File: config.mk
export PLATFORM = sky130hd
export DESIGN_NAME = mips_avalon_stall_bridge
export DESIGN_NICKNAME = d
export VERILOG_FILES = /design/src/rtl/mips_avalon_pkg.sv /design/src/rtl/mips_lfsr16.sv /design/src/rtl/mips_avalon_stall_bridge.sv
export SDC_FILE = /design/constraint.sdc
export NUM_CORES = 1
export LEC_CHECK = 0
export CAP_MARGIN = 20
export CORE_MARGIN = 5
export CORE_UTILIZATION = 30
export DETAILED_ROUTE_END_ITERATION = 8
export GPL_TIMING_DRIVEN = 0
export SLEW_MARGIN = 20
export SYNTH_ARGS = -nofsm -noshare
export SYNTH_HDL_FRONTEND = slang
export SYNTH_SLANG_ARGS = --single-unit
File: constraint.sdc
create_clock -name clk -period 4 [get_ports clk]
set_input_delay 0.8 -clock clk [delete_from_list [all_inputs] [get_ports clk]]
set_output_delay 0.8 -clock clk [all_outputs]
set_load 0.01 [all_outputs]
File: src/rtl/mips_avalon_pkg.sv
// Shared types and constants for the MIPS-to-Avalon stall-injecting bridge.
package mips_avalon_pkg;

    localparam int ADDR_W = 32;
    localparam int DATA_W = 32;
    localparam int BE_W   = 4;
    localparam int CNT_W  = 4;

    // Fibonacci taps for x^16 + x^14 + x^13 + x^11 + 1 (bits 15, 13, 12, 10)
    localparam logic [15:0] LFSR_TAPS = 16'hB400;

    typedef enum logic [1:0] {
        IDLE,
        STALL,
        FWD,
        RESP
    } state_t;

endpackage

File: src/rtl/mips_lfsr16.sv
// 16-bit Fibonacci LFSR that steps once per cycle while advance is high.
module mips_lfsr16 import mips_avalon_pkg::*; #(
    parameter logic [15:0] SEED = 16'hACE1
) (
    input  logic        clk,
    input  logic        reset,
    input  logic        advance,
    output logic [15:0] value
);

    logic feedback;

    assign feedback = ^(value & LFSR_TAPS);

    always_ff @(posedge clk or posedge reset) begin
        if (reset) begin
            value <= SEED;
        end else if (advance) begin
            value <= {value[14:0], feedback};
        end
    end

endmodule

File: src/rtl/mips_avalon_stall_bridge.sv
// Bridges a MIPS Avalon master to a RAM slave, injecting stall cycles per transfer.
// Define MIPS_AVALON_STALL_RANDOM_EN for LFSR-driven stall counts; otherwise every transfer stalls STALL_MAX cycles.
module mips_avalon_stall_bridge import mips_avalon_pkg::*; #(
    parameter int unsigned STALL_MAX = 3,
    parameter logic [15:0] LFSR_SEED = 16'hACE1
) (
    input  logic              clk,
    input  logic              reset,
    input  logic [ADDR_W-1:0] m_address,
    input  logic [DATA_W-1:0] m_writedata,
    input  logic              m_read,
    input  logic              m_write,
    input  logic [BE_W-1:0]   m_byteenable,
    output logic              m_waitrequest,
    output logic [DATA_W-1:0] m_readdata,
    output logic [ADDR_W-1:0] s_address,
    output logic [DATA_W-1:0] s_writedata,
    output logic              s_read,
    output logic              s_write,
    output logic [BE_W-1:0]   s_byteenable,
    input  logic              s_waitrequest,
    input  logic [DATA_W-1:0] s_readdata,
    output logic              proto_err
);

    if (STALL_MAX > 15 || LFSR_SEED == 16'd0) begin : g_param_check
        $error("mips_avalon_stall_bridge: STALL_MAX must be 0..15 and LFSR_SEED nonzero");
    end

    state_t            state;
    logic [CNT_W-1:0]  count;
    logic [CNT_W-1:0]  stall_n;
    logic [ADDR_W-1:0] req_address;
    logic [DATA_W-1:0] req_writedata;
    logic [BE_W-1:0]   req_byteenable;
    logic              req_read;
    logic              req_write;
    logic              accept;
    logic              req_changed;

    assign accept = (state == IDLE) && (m_read || m_write);

`ifdef MIPS_AVALON_STALL_RANDOM_EN
    logic [15:0] lfsr;

    mips_lfsr16 #(
        .SEED (LFSR_SEED)
    ) u_lfsr (
        .clk     (clk),
        .reset   (reset),
        .advance (accept),
        .value   (lfsr)
    );

    assign stall_n = CNT_W'({28'd0, lfsr[3:0]} % (STALL_MAX + 32'd1));
`else
    assign stall_n = CNT_W'(STALL_MAX);
`endif

    // The CPU must hold its whole request steady until the bridge releases it.
    assign req_changed = (m_address != req_address) || (m_writedata != req_writedata) ||
                         (m_byteenable != req_byteenable) ||
                         (m_read != req_read) || (m_write != req_write);

    assign s_address    = req_address;
    assign s_writedata  = req_writedata;
    assign s_byteenable = req_byteenable;

    always_ff @(posedge clk or posedge reset) begin
        if (reset) begin
            // NOTE: the request latch is cleared too, so an aborted transfer leaves nothing to replay.
            state          <= IDLE;
            count          <= '0;
            req_address    <= '0;
            req_writedata  <= '0;
            req_byteenable <= '0;
            req_read       <= 1'b0;
            req_write      <= 1'b0;
            m_waitrequest  <= 1'b1;
            m_readdata     <= '0;
            s_read         <= 1'b0;
            s_write        <= 1'b0;
            proto_err      <= 1'b0;
        end else begin
            // NOTE: non-blocking assignments let every branch below see pre-edge state.
            if ((state == STALL || state == FWD) && req_changed) begin
                proto_err <= 1'b1;
            end

            case (state)
                IDLE: begin
                    if (accept) begin
                        req_address    <= m_address;
                        req_writedata  <= m_writedata;
                        req_byteenable <= m_byteenable;
                        req_read       <= m_read;
                        req_write      <= m_write;
                        count          <= stall_n;
                        if (m_read && m_write) begin
                            proto_err <= 1'b1;
                        end
                        if (stall_n == '0) begin
                            state   <= FWD;
                            s_read  <= m_read && !m_write;
                            s_write <= m_write;
                        end else begin
                            state <= STALL;
                        end
                    end
                end

                STALL: begin
                    count <= count - CNT_W'(1);
                    if (count == CNT_W'(1)) begin
                        state   <= FWD;
                        s_read  <= req_read && !req_write;
                        s_write <= req_write;
                    end
                end

                FWD: begin
                    if (!s_waitrequest) begin
                        if (s_read) begin
                            m_readdata <= s_readdata;
                        end
                        s_read        <= 1'b0;
                        s_write       <= 1'b0;
                        m_waitrequest <= 1'b0;
                        state         <= RESP;
                    end
                end

                RESP: begin
                    m_waitrequest <= 1'b1;
                    state         <= IDLE;
                end

                default: begin
                    state <= IDLE;
                end
            endcase
        end
    end

endmodule

==> results of run 1 <==
-- kinds of logic after synthesis --
family,count (synthesis)
DFF,112
and+or+nand+nor,60
buffers and inverters,24
AOI/OAI and AO/OA,23
adders and majority gates,7
xor gates and xnor gates,60
muxes,103
-- Yosys cell counts --
cell / number / area, um^2
o221ai_1: 1 / 8.76
nand2b_1: 3 / 18.8
xnor2_1: 4 / 35.0
and2_1: 1 / 6.26
a31oi_1: 3 / 18.8
buf_2: 11 / 55.1
nand2_1: 11 / 41.3
o21ai_2: 1 / 8.76
o21ai_0: 7 / 35.0
nand4_1: 4 / 25.0
o41ai_2: 1 / 16.3
o22ai_1: 3 / 18.8
nor2b_4: 3 / 41.3
nor2_1: 8 / 30.0
xor2_1: 56 / 490
or4_1: 1 / 7.51
nand3_1: 3 / 15.0
inv_1: 13 / 48.8
nor4_1: 14 / 87.6
ha_1: 7 / 87.6
mux2_2: 101 / 1140
nor3b_1: 2 / 15.0
dfstp_2: 1 / 26.3
a2111oi_4: 3 / 82.6
dfrtp_1: 111 / 2780
mux2i_1: 2 / 20.0
nor2b_1: 6 / 37.5
a21oi_1: 3 / 15.0
o2111ai_1: 1 / 8.76
nand3b_1: 2 / 15.0
nor3_1: 2 / 10.0
-- layout by cell type (no fill, tap or decap), types with 7 or more instances in the layout --
cell / synthesis / routed
mux2_2: 101 / 101
clkdlybuf4s50_1: 0 / 208
inv_1: 13 / 12
clkbuf_16: 0 / 9
xor2_1: 56 / 56
dfrtp_1: 111 / 111
nor4_1: 14 / 14
o21ai_0: 7 / 7
buf_2: 11 / 11
nor2_1: 8 / 8
nand2_1: 11 / 11
ha_1: 7 / 7
-- cell type report --
type | instances | area [um^2] | area share (%)
sequential | 112 | 2800 | 35.4
multi-input combinational | 253 | 2330 | 29.5
timing repair buffer | 209 | 2110 | 26.7
tap | 225 | 282 | 3.56
clock buffer | 11 | 243 | 3.07
buffer | 11 | 55.1 | 0.696
inverter | 13 | 53.8 | 0.680
clock inverter | 5 | 32.5 | 0.411
antenna | 1 | 2.50 | 0.0316
-- power groups by stage --
| stage | Clock [mW] | Sequential [mW] | Combinational [mW] |
|---|---|---|---|
| floorplan | 0 | 2.34 | 1.25 |
| global placement | 0 | 2.13 | 2.93 |
| detailed placement | 0 | 2.16 | 2.98 |
| CTS | 0.888 | 2.14 | 3.00 |
| global route | 0.928 | 2.22 | 3.16 |
| finish | 0.851 | 2.13 | 2.94 |
-- path summary, 6_finish.rpt --
kind,cells past startpoint,endpoint
max reg2reg,5,proto_err
min reg2reg,2,proto_err
max,6,proto_err
max in group asynchronous,3,s_address[3]
min in group asynchronous,2,m_readdata[23]
min,2,proto_err
-- layer usage --
metal	global-route usage [%]	part of all wire (%)	up-vias
met4	5.15	1.9	0
met2	25.2	51	103
met3	4.33	6.9	18
li1	-	-	1797
met5	0	0	-
met1	17.3	40	1896
-- registers in the layout, indices dropped and copies added (netlist names) --
name,flops
m_readdata,32
s_address,32
s_writedata,32
count,4
s_byteenable,4
state,2
m_waitrequest,1
proto_err,1
req_read,1
req_write,1
s_read,1
s_write,1
-- metrics by stage --
stage,std cells,cell area (um^2)
5_1_grt,840,7920
4_1_cts,839,7910
2_1_floorplan,389,5240
6_report,840,7920
3_3_place_gp,822,7600
3_5_place_dp,823,7640
-- worst max-delay path, stage by stage --
cell and delay (ps):
clkdlybuf4s50_1 450, xor2_1 150, nor4_1 510, nand4_1 230, o41ai_2 300, nand3_1 100
==> results_dict.tcl, run 1 <==
set metrics [dict create \
    synth_cell_type_count 31 \
    status "complete, no violations" \
    syn_nets 501 \
    grt_max_degree 58 \
    synth_cells 389 \
    grt_usage_pct 14.6 \
    hold_violations 0 \
    p_sw_mw 2.03 \
    regToRegStartpoint "s_address[11]" \
    fp.dieH_um 142 \
    wl_per_cell_um 17.4 \
    max_slew_margin_pct 63.0 \
    tns_ps 0 \
    die_w_um 142 \
    gp_congestion 0.773 \
    utilization_pct 45.9 \
    irDropWorstVdd_v 0.000297 \
    fin_hold_ws_ps 482 \
    dieArea_um2 20200 \
    area_growth_pct 51.0 \
    initial_utilization_pct 30.4 \
    root_buffer "clkbuf_16" \
    nFillCells 1573 \
    synth_fa_ha_area_share_pct 1.67 \
    ioPinCount 209 \
    fin_crit_sh_pct 58.1 \
    comb_power_share_pct 49.6 \
    postRouteAntennaNets 0 \
    synth_top_family_by_area "multiplexers" \
    grt_pass1_wl_mm 22.8 \
    hold_buffers 0 \
    switching_share_pct 34.3 \
    clk_path_buf_depth 2 \
    r2r_slack_ps 2150 \
    drt_iter0_drc 117 \
    worstMarginPinSlew_ps 550 \
    portBuffers 208 \
    firstDrtPassIters 4 \
    synth.mux.area_fraction_pct 22.1 \
    period_minus_slack_ps 2320 \
    core-area_um2 17200 \
    synth_compound_area_share_pct 4.06 \
    seq_power_share_pct 36.0 \
    synth_xor_area_share_pct 10.0 \
    p_per_area_nw_per_um2 748 \
    clk_latency_ps 350 \
    clkSinkCount 112 \
    leakage_nw 3.30 \
    ys_seq_area_share_pct 53.5 \
    routed_wl_mm 14.6 \
    drt-vias-per-instance 4.54 \
    num_rows 48 \
    drive_gt1_share_pct 22.5 \
    grt-ovfl-total 0 \
    post-cts-setup-buffer-count 0 \
    drc_errors 0 \
    synth-seq-cells 112 \
    fin_ws_ps 1680 \
    required_ps 4220 \
    cts_resized 0 \
    numCtsBuffers 9 \
    syn_area_um2 5240 \
    rsz0062_at_grt "false" \
    num_vias 3814 \
    yosysWarnings 0 \
    htree_levels 3 \
    setup.worst_path.class "in2reg" \
    p_int_mw 3.89 \
    synth-simple-area-share_pct 6.68 \
    arrival_ps 2540 \
    dp_hpwl_mm 11.5 \
    design_power_total_mw 5.92 \
    power_frac_clock_pct 14.4 \
    worstPathMaxFanout 2 \
    crit_start "m_address[27]" \
    cp-end-kind "flop" \
    worstSetupStartpointType "input pin" \
    cts_tree "built" \
    dp_slack_ps 1290 \
    slew_violations 0 \
    cap_viol_max_count 0 \
    setup_viol 0 \
    syn_area_per_cell_um2 13.5 \
    fin_nets 721 \
    fin_skew_ps 10.1 \
    hold_class "reg2reg" \
    grt_pass1_vias 4172 \
    path_clk_slew_ps 70 \
    antenna_found_initial 1 \
    hp-start "proto_err" \
    fmax_mhz 430 \
]
Power figures use the tool's default switching activity.
==> run 2, diff against run 1 <==
- clock period: 4 -> 2.1 ns (I/O delays scaled with it)
==> results_dict.tcl, run 2 (synthesis results as in run 1) <==
set metrics [dict create \
    rsz0062_at_grt "false" \
    grt-ovfl-total 0 \
    fin_hold_ws_ps 448 \
    drt-vias-per-instance 4.52 \
    p_per_area_nw_per_um2 1450 \
    setup_viol 0 \
    worstPathMaxFanout 2 \
    placed_area_um2 7700 \
    hold_violations 0 \
    num_rows 48 \
    slew_violations 0 \
    drive_gt1_share_pct 22.9 \
    routed_wl_mm 14.8 \
    area_growth_pct 53.3 \
    initial_utilization_pct 30.4 \
    cts_resized 0 \
    max_slew_margin_pct 64.9 \
    root_buffer "clkbuf_16" \
    postRouteAntennaNets 0 \
    final_cell_mix "clkdlybuf4s50_1, dfrtp_1, mux2_2" \
    design_power_total_mw 11.6 \
    dieArea_um2 20200 \
    grt_max_degree 29 \
    htree_levels 3 \
    grt_usage_pct 14.8 \
    ioPinCount 209 \
    hold_class "in2async" \
    path_buf_inv 1 \
    numCtsBuffers 9 \
    wl_per_cell_um 17.6 \
    die_w_um 142 \
    irDropWorstVdd_v 0.000577 \
    worstMarginPinSlew_ps 521 \
    post-cts-setup-buffer-count 0 \
    firstDrtPassIters 4 \
    cts_tree "built" \
    core-area_um2 17200 \
    fin_crit_sh_pct 92.5 \
    worstSetupStartpointType "input pin" \
    clk_path_buf_depth 2 \
    cp-end-kind "flop" \
    fin_nets 724 \
    setup.worst_path.class "in2reg" \
    critPathTopFamily "simple AND/OR/NAND/NOR gates" \
    clkSinkCount 112 \
    portBuffers 208 \
    hold_buffers 0 \
    grt_pass1_vias 4242 \
    antenna_found_initial 0 \
    period_minus_slack_ps 1940 \
    diodes 0 \
    grt_pass1_wl_mm 23.4 \
    status "complete, no violations" \
    dp_hpwl_mm 12.0 \
    r2r_slack_ps 260 \
    final_cell_area_um2 8040 \
    max_stage_delay_ps 490 \
    drt_iter0_drc 73 \
    slowest_stage "nor4_1" \
    required_ps 2320 \
    cp.depth 6 \
    path_cells "clkdlybuf4s50_1 > xor2_1 > nor4_1 > nand4_1 > o41ai_2 > nand3_1" \
    clk_latency_ps 350 \
    path_clk_slew_ps 70 \
    reg2reg_depth 5 \
    regToRegStartpoint "s_address[11]" \
    final_common_cell "clkdlybuf4s50_1" \
    drc_errors 0 \
    crit_start "m_address[11]" \
    fmax_mhz 515 \
    reg2reg_to "proto_err" \
    leakage_nw 3.36 \
    num_vias 3805 \
    fin_skew_ps 8.08 \
    arrival_ps 2170 \
    fp.dieH_um 142 \
    cap_viol_max_count 0 \
    nFillCells 1547 \
    gp_congestion 0.805 \
]
[run 2: cell count changes in the layout (fill, tap and decap cells not counted)]
cell,before,now
buf_16,1,2
inv_6,1,0
clkinvlp_4,3,2
clkbuf_8,1,2
clkinv_4,0,1
bufinv_16,0,2
clkinv_2,2,0
diode_2,1,0
buf_12,0,2
[run 2: report_power, final]
group | leakage [nW] | switching, mW | internal (mW)
registers | 1.35 | 0.863 | 3.22
clock network | 0.159 | 0.812 | 1.12
logic | 1.85 | 2.25 | 3.37
[run 2: layer usage]
layer | global-route usage, % | wire length, um
met4 | 3.89 | 174
met3 | 5.17 | 1030
met5 | 0 | 0
met2 | 25.3 | 7540
met1 | 17.9 | 6080
[run 2: cell type report]
type	instances	area [um^2]	share of cell area [%]
buffer	11	55.1	0.685
clock buffer	12	256	3.19
clock inverter	4	76.3	0.950
inverter	13	52.6	0.654
multi-input combinational	253	2330	29.0
sequential	112	2800	34.9
tap	225	282	3.50
timing repair buffer	212	2180	27.1
[run 2: worst max path at each step]
stage / to / slack, ps
2_1_floorplan: count[0] / 320
3_3_place_gp: s_address[0] / -880
3_5_place_dp: proto_err / -220
4_1_cts: proto_err / 150
5_1_grt: count[0] / 90
6_report: proto_err / 160
[run 2: worst reg2reg max path: stages, from the launching register on]
cell	delay, ps
dfrtp_1	410
xor2_1	170
nor4_1	490
nand4_1	220
o41ai_2	330
nand3_1	110
[run 2: through the flow]
stage	instances	utilization, %	TNS (ps)	setup WS, ps
after floorplan	389	-	0	323
after global placement	822	44.1	-97040	-876
after detailed placement	826	44.7	-363	-218
after CTS	842	46.6	0	153
after global routing	842	46.6	0	91.0
final	842	46.6	0	157
==> run 3, diff against run 2 <==
- CAP_MARGIN: 20 -> 0
- GPL_TIMING_DRIVEN: 0 -> unset
==> results_dict.tcl, run 3 (synthesis results as in run 1) <==
set metrics [dict create \
    status "complete, no violations" \
    path_buf_inv 1 \
    utilization_pct 46.4 \
    fin_nets 722 \
    clk_latency_ps 350 \
    hold_class "reg2reg" \
    clk_path_buf_depth 2 \
    core-area_um2 17200 \
    post-cts-setup-buffer-count 0 \
    fp.dieH_um 142 \
    worstPathMaxFanout 3 \
    critPathTopFamily "buffers and inverters" \
    postRouteAntennaNets 0 \
    final_cell_mix "clkdlybuf4s50_1, dfrtp_1, mux2_2" \
    rsz0062_at_grt "false" \
    clkSinkCount 112 \
    required_ps 1680 \
    tns_ps 0 \
    dp_slack_ps -129 \
    cts_resized 0 \
    fmax_mhz 535 \
    setup_viol 0 \
    slowest_stage "clkdlybuf4s50_1" \
    fin_ws_ps 231 \
    final_common_cell "clkdlybuf4s50_1" \
    drt_iter0_drc 121 \
    grt_pass1_wl_mm 22.5 \
    htree_levels 3 \
    grt-ovfl-total 0 \
    max_stage_delay_ps 560 \
    dp_hpwl_mm 11.1 \
    wl_per_cell_um 16.9 \
    drt-vias-per-instance 4.53 \
    drc_errors 0 \
    fin_crit_sh_pct 89.0 \
    cap_viol_max_count 0 \
    arrival_ps 1450 \
    hold_violations 0 \
    grt_usage_pct 14.1 \
    grt_pass1_vias 4253 \
    numCtsBuffers 9 \
    path_clk_slew_ps 70 \
    hold_buffers 0 \
    dieArea_um2 20200 \
    ioPinCount 209 \
    grt_max_degree 84 \
    fin_skew_ps 9.23 \
    firstDrtPassIters 4 \
    irDropWorstVdd_v 0.000543 \
    drive_gt1_share_pct 22.6 \
    root_buffer "clkbuf_16" \
    die_w_um 142 \
    cts_tree "built" \
    path_cells "clkdlybuf4s50_1" \
    leakage_nw 3.35 \
    portBuffers 208 \
    num_vias 3801 \
    cp-end-kind "output port" \
    p_per_area_nw_per_um2 1420 \
    worstMarginPinSlew_ps 487 \
    routed_wl_mm 14.2 \
    gp_congestion 0.787 \
    slew_violations 0 \
    area_growth_pct 52.5 \
    setup.worst_path.class "reg2out" \
    antenna_found_initial 2 \
    worstSetupStartpointType "flop" \
    max_slew_margin_pct 67.5 \
    period_minus_slack_ps 1870 \
    num_rows 48 \
    initial_utilization_pct 30.4 \
]
-- run 3: area by class of cell --
class	instances	area, um^2
Fill cell	1557	9240
Sequential cell	112	2800
Multi-Input combinational cell	253	2340
Timing Repair Buffer	221	2230
Tap cell	225	282
Clock buffer	11	253
Inverter	13	52.6
Clock inverter	4	30.0
Antenna cell	1	2.50
-- run 3: stage by stage --
step	instances	hold WS, ps	power, mW	cell area, um^2
global route	840	517	12.1	7990
detailed placement	824	491	9.84	7710
finish	840	505	11.4	7990
floorplan	389	476	6.82	5250
CTS	839	506	11.6	7990
global placement	824	485	9.73	7710
-- run 3: per-layer routing --
metal,up-vias,wire length (um),GRT usage [%]
met5,-,0,0
met4,0,392,6.06
met1,1868,5620,17.0
li1,1805,-,-
met3,19,982,3.80
met2,109,7210,23.8
-- run 3: path summary, 6_finish.rpt --
check / to / slack (ps) / start / cells after the start
worst max register to register: proto_err / 360 / s_address[11] / 6
min in group asynchronous: m_readdata[21] / 540 / reset / 3
worst max-delay path: m_waitrequest / 230 / m_waitrequest / 1
worst min register to register: proto_err / 500 / proto_err / 2
worst min-delay path: proto_err / 500 / proto_err / 2
max in group asynchronous: count[3] / 1160 / reset / 3
-- run 3: worst register-to-register path, cell delays in order, from the launching register on --
cell and delay (ps):
dfrtp_1 410, xor2_1 170, nor4_1 300, buf_4 170, nand4_1 150, o41ai_2 320, nand3_1 110
-- run 3: where the power goes --
group,total [mW],leakage [nW],internal (mW),switching (mW)
Clock,1.66,0.138,0.867,0.794
Sequential,4.06,1.35,3.22,0.846
Combinational,5.67,1.86,3.44,2.23
Total,11.4,3.35,7.52,3.86
